## config.mk

```make
export PLATFORM = sky130hd
export DESIGN_NAME = msdf_otf_converter
export DESIGN_NICKNAME = d
export VERILOG_FILES = /design/src/rtl/msdf_otf_converter.sv
export SDC_FILE = /design/constraint.sdc
export NUM_CORES = 1
export LEC_CHECK = 0
export BUFFER_PORTS_ARGS = -buffer_cell sky130_fd_sc_hd__buf_2
export CORE_MARGIN = 10
export CORE_UTILIZATION = 35
export CTS_BUF_LIST = sky130_fd_sc_hd__clkbuf_8
export DETAILED_ROUTE_END_ITERATION = 6
export PLACE_DENSITY = 0.6
export SLEW_MARGIN = 20
export SYNTH_ARGS = -nofsm -noshare
export SYNTH_HDL_FRONTEND = slang
export SYNTH_SLANG_ARGS = --single-unit
```

## constraint.sdc

```tcl
create_clock -name i_clk -period 5 [get_ports i_clk]
set_input_delay 0 -clock i_clk [delete_from_list [all_inputs] [get_ports i_clk]]
set_output_delay 0 -clock i_clk [all_outputs]
set_load 0.005 [all_outputs]
```

## src/rtl/msdf_otf_converter.sv

```systemverilog
// Converts a most-significant-digit-first radix-2 redundant digit stream to a
// two's-complement fraction using on-the-fly Q/QM conversion.
module msdf_otf_converter #(
  parameter int unsigned RADIX_MODE     = 8'd1,
  parameter string       ENCODING_MODE  = "signed-digit",
  parameter int unsigned ACCURATE_MAX   = 8'd8,
  parameter int unsigned DATA_LEN_WIDTH = 8'd5,
  parameter int unsigned DATA_WIDTH     = 8'd2
) (
  input  logic                      i_clk,
  input  logic                      i_rst,
  input  logic [DATA_LEN_WIDTH-1:0] i_cfg_len,
  output logic                      o_mbus_rrq,
  output logic [DATA_LEN_WIDTH-1:0] o_mbus_rlen,
  input  logic                      i_mbus_rready,
  input  logic [DATA_WIDTH-1:0]     i_mbus_rdata,
  input  logic                      i_mbus_rvalid,
  input  logic                      i_mbus_rlast,
  output logic [ACCURATE_MAX:0]     o_res_data,
  output logic [DATA_LEN_WIDTH-1:0] o_res_len,
  output logic                      o_res_valid,
  input  logic                      i_res_ready,
  output logic                      o_res_err,
  output logic                      o_busy
);

  localparam int unsigned               RW          = ACCURATE_MAX + 1;
  localparam logic [DATA_LEN_WIDTH-1:0] MAX_LEN     = DATA_LEN_WIDTH'(ACCURATE_MAX);
  localparam bit                        BORROW_SAVE = (ENCODING_MODE == "borrow-save");
  // Only radix-2 digits are understood; any other radix never consumes digits.
  localparam bit                        RADIX_OK    = (RADIX_MODE == 1);

  typedef enum logic [1:0] {S_IDLE, S_REQ, S_RECV, S_OUT} state_t;

  state_t                    state_q;
  logic [RW-1:0]             q_q, qm_q;
  logic [DATA_LEN_WIDTH-1:0] cnt_q;
  logic                      err_q;
  logic [DATA_LEN_WIDTH-1:0] rlen_q;
  logic [RW-1:0]             res_data_q;
  logic [DATA_LEN_WIDTH-1:0] res_len_q;
  logic                      res_err_q;
  logic                      res_valid_q;

  logic                      dig_pos, dig_neg, dig_bad;
  logic [RW-1:0]             q_d, qm_d;
  logic [DATA_LEN_WIDTH-1:0] cnt_d;
  logic                      err_d;
  logic [RW-1:0]             res_shifted;

  always_comb begin
    dig_pos = 1'b0;
    dig_neg = 1'b0;
    dig_bad = 1'b0;
    if (BORROW_SAVE) begin
      case (i_mbus_rdata[1:0])
        2'b01:   dig_pos = 1'b1;
        2'b11:   dig_neg = 1'b1;
        2'b10:   dig_bad = 1'b1;
        default: ;
      endcase
    end else begin
      case (i_mbus_rdata[1:0])
        2'b10:   dig_pos = 1'b1;
        2'b01:   dig_neg = 1'b1;
        default: ;
      endcase
    end
  end

  // Next Q/QM/count for the current digit; digits past the fraction width only flag err.
  always_comb begin
    q_d   = q_q;
    qm_d  = qm_q;
    cnt_d = cnt_q;
    err_d = err_q | dig_bad;
    if (cnt_q < MAX_LEN) begin
      cnt_d = cnt_q + DATA_LEN_WIDTH'(1);
      if (dig_pos) begin
        q_d  = {q_q[RW-2:0], 1'b1};
        qm_d = {q_q[RW-2:0], 1'b0};
      end else if (dig_neg) begin
        q_d  = {qm_q[RW-2:0], 1'b1};
        qm_d = {qm_q[RW-2:0], 1'b0};
      end else begin
        q_d  = {q_q[RW-2:0], 1'b0};
        qm_d = {qm_q[RW-2:0], 1'b1};
      end
    end else begin
      err_d = 1'b1;
    end
    res_shifted = q_d << (MAX_LEN - cnt_d);
  end

  always_ff @(posedge i_clk or posedge i_rst) begin
    if (i_rst) begin
      state_q     <= S_IDLE;
      q_q         <= '0;
      qm_q        <= '1;
      cnt_q       <= '0;
      err_q       <= 1'b0;
      rlen_q      <= '0;
      res_data_q  <= '0;
      res_len_q   <= '0;
      res_err_q   <= 1'b0;
      res_valid_q <= 1'b0;
    end else begin
      case (state_q)
        S_IDLE: begin
          if (i_mbus_rready) begin
            state_q <= S_REQ;
            rlen_q  <= i_cfg_len;
            q_q     <= '0;
            qm_q    <= '1;
            cnt_q   <= '0;
            err_q   <= 1'b0;
          end
        end
        S_REQ: state_q <= S_RECV;
        S_RECV: begin
          if (i_mbus_rvalid && RADIX_OK) begin
            q_q   <= q_d;
            qm_q  <= qm_d;
            cnt_q <= cnt_d;
            err_q <= err_d;
            if (i_mbus_rlast) begin
              state_q     <= S_OUT;
              res_data_q  <= res_shifted;
              res_len_q   <= cnt_d;
              res_err_q   <= err_d;
              res_valid_q <= 1'b1;
            end
          end
        end
        S_OUT: begin
          if (i_res_ready) begin
            state_q     <= S_IDLE;
            res_valid_q <= 1'b0;
          end
        end
        default: state_q <= S_IDLE;
      endcase
    end
  end

  assign o_mbus_rrq  = (state_q == S_REQ);
  assign o_mbus_rlen = rlen_q;
  assign o_res_data  = res_data_q;
  assign o_res_len   = res_len_q;
  assign o_res_err   = res_err_q;
  assign o_res_valid = res_valid_q;
  assign o_busy      = (state_q != S_IDLE);

endmodule
```

==> key figures <==
Job
  • Max-cap violation count: 0

Routing
  • Routed via count: 2205
  • Antenna violation net count after detailed routing: 0
  • 1st-iter DRT viols: 103
  • DRC: 0
  • Metal2 WL: 2810 µm
  • Highest metal used: met4
  • Drt total wl: 6250 µm
  • DR WL/cell: 14.8 µm
  • WL met3: 328 µm
  • Vias per inst: 5.23
  • Pre-antenna DRT Iters: 4
  • WL met1: 3080 µm

Clock tree
  • Post-CTS Setup Bufs: 0
  • Reg clk slew, reported paths: 0.09 ns
  • Clock sink count: 46
  • H-tree depth: 2
  • CTS tree: yes
  • Root Driver: clkbuf_8
  • CTS Buf Count: 5
  • CTS Buffer Depth: 2
  • Worst skew pair latency: 0.30 ns

Timing
  • Fin Setup TNS: 0 ns
  • F_max: 358 MHz
  • Minimum clock period: 2.80 ns
  • Crit share post-route: 55.9%
  • Final hold vios: 0
  • Slack of the critical path: 2.20 ns
  • Pins over their slew limit: 0
  • Worst clock skew: 0.00850 ns
  • Worst-Margin Slew: 0.951 ns
  • RSZ-0062 raised after global routing: false
  • Slew HR: 36.5%
  • Final Setup Violations: 0

Pwr
  • Static Leakage: 1.40 nW
  • PwrDens: 525 mW/mm²
  • Max IR drop VDD: 0.200 mV

Floorplanning
  • Die area: 0.0117 mm²
  • Die Ht: 108 µm
  • Initial Utilization: 35.6%
  • Row count: 32
  • Core Area: 0.00765 mm²
  • Die width: 108 µm
  • Io pins: 36

Yosys
  • Synth unique cells: 49
  • Post-synthesis sequential area ratio: 42.6%
  • Syn nets: 309
  • Cells after synthesis: 285
  • Post-Syn Area per Cell: 9.56 µm²
  • Synth warn: 0
  • Synth Register Bits: 46
  • Post-Synthesis Cell Area: 0.00273 mm²

Cells and area
  • NumNets Final: 343
  • Filler instances: 786
  • Antenna cells: 0
  • Ratio of cells with drive above 1 in the final layout: 20.9%
  • Post-route design area: 0.00310 mm²
  • Multi-input logic area: 0.00144 mm²
  • Seq. cell area: 0.00116 mm²
  • Most frequent cells in the layout: o21ai_0, dfrtp_1, buf_2, nand2_1, mux2i_1
  • Final Core Density: 40.5%
  • Area Overhead vs Synth: 13.6%

Critical path
  • Nature of the critical path endpoint: flip-flop
  • Worst Path Arrival: 3.02 ns
  • WP data required: 5.23 ns
  • Crit Path Category: flip-flop to flip-flop
  • Critical-path maximum fanout: 12
  • Startpoint types: flip-flop

Global route
  • First-pass GRT wire length: 10600 µm
  • Vias in the first global route: 2166
  • Initial antenna violation count: 0
  • Global Route Usage Sum: 11.0%
  • Largest net degree at the start of global routing: 47
  • Remaining Overflow, GRT: 0

Outcome
  • Status: completed

Placed design
  • Placed Area: 0.00296 mm²
  • I/O Buffers: 35
  • Post-Place Setup Slack: 2.24 ns
  • HPWL Detailed: 4630 µm
  • Gp weighted congestion: 0.863

Worst hold path
  • Worst Hold Class: input pin to flip-flop
-- cells in the mapped netlist (all sizes together) --
cell type	n	area share (%)
a2111oi	1	0.55
nor2	15	2.2
a21oi	16	2.9
ha	11	5.1
inv	13	1.8
o22ai	3	0.69
or2	2	0.46
o32a	2	0.73
o31ai	1	0.46
a41o	1	0.37
nor3	9	1.7
nand3	3	0.55
o22a	1	0.32
dfstp	8	7.7
or4b	1	0.50
or2b	1	0.28
nand2b	3	0.69
o32ai	4	1.3
and3b	7	2.2
nor3b	1	0.69
a32oi	1	0.32
clkbuf	7	0.96
a211oi	7	1.9
a41oi	1	0.32
mux2	9	3.7
mux2i	17	6.2
nand3b	1	0.28
o21a	1	0.28
a31oi	3	0.69
clkinv	1	0.14
o21ai	44	8.2
nand2	34	4.7
buf	7	1.7
nor4b	2	0.87
nor2b	1	0.23
and3	1	0.23
xnor2	6	2.9
dfrtp	38	35
a22oi	1	0.28
-- cell type report --
type | instances | share of cell area, %
multi-input combinational | 211 | 46.5
timing repair buffer | 41 | 7.60
clock buffer | 5 | 2.22
clock inverter | 3 | 0.364
sequential | 46 | 37.5
tap | 102 | 4.12
inverter | 14 | 1.70
-- final timing paths --
path / from / end / slack [ns] / cells after the start
worst max-delay path: cnt_q[4] / o_res_data[7] / 2.20 / 7
worst min-delay path: i_mbus_rlast / o_res_valid / 0.02 / 3
worst max register to register: cnt_q[4] / o_res_data[7] / 2.20 / 7
worst min register to register: o_res_data[1] / o_res_data[1] / 0.48 / 2
max in group asynchronous: i_rst / o_mbus_rlen[4] / 3.95 / 3
min in group asynchronous: i_rst / o_res_len[2] / 0.46 / 3
-- registers in the layout (all words and copies together) (netlist names) --
register     cells
err_q            1
o_res_err        1
o_res_valid      1
cnt_q            5
o_res_data       9
o_mbus_rlen      5
o_res_len        5
state_q          2
q_q              9
qm_q             8
-- layer usage --
layer,global-route usage [%],up-vias
met3,3.15,4
li1,-,1093
met2,17.4,50
met4,2.86,0
met1,14.4,1058
met5,0,-
-- worst max-delay path, stage by stage, from the launching register on --
cell	delay (ns)
dfrtp_1	0.58
or2_1	0.43
mux2i_1	0.35
ha_1	0.40
xnor2_4	0.22
mux2_1	0.36
mux2_2	0.27
o21ai_2	0.11
-- repair_timing --
item,4_1_cts,5_1_grt
hold buffers,6,0
resized for setup,0,0
hold endpoints to repair,43,0
-- cell families (layout without fill, tap and decap cells) --
logic type	count (synthesis)	after routing	synth area share (%)
AOI/OAI and AO/OA	87	87	19.4
xor gates and xnor gates	6	6	2.89
adders and majority gates	11	11	5.05
buffers and inverters	28	63	4.59
DFF	46	46	42.6
muxes	26	26	9.96
and+or+nand+nor	81	81	15.5
-- power breakdown --
group	internal, mW	switching [mW]	leakage (nW)	total (mW)
sequential	0.527	0.120	0.589	0.647
combinational	0.338	0.424	0.754	0.762
clock	0.0935	0.123	0.0519	0.216
-- metrics by stage --
step | total power [mW] | cells | hold WS, ns
after floorplan | 1.19 | 285 | 0.151
after global placement | 1.40 | 408 | 0.231
after detailed placement | 1.42 | 408 | 0.241
after CTS | 1.65 | 422 | 0.0154
after global routing | 1.78 | 422 | 0.0100
final | 1.62 | 422 | 0.0249
No activity file was read; power rests on OpenSTA's default activity.
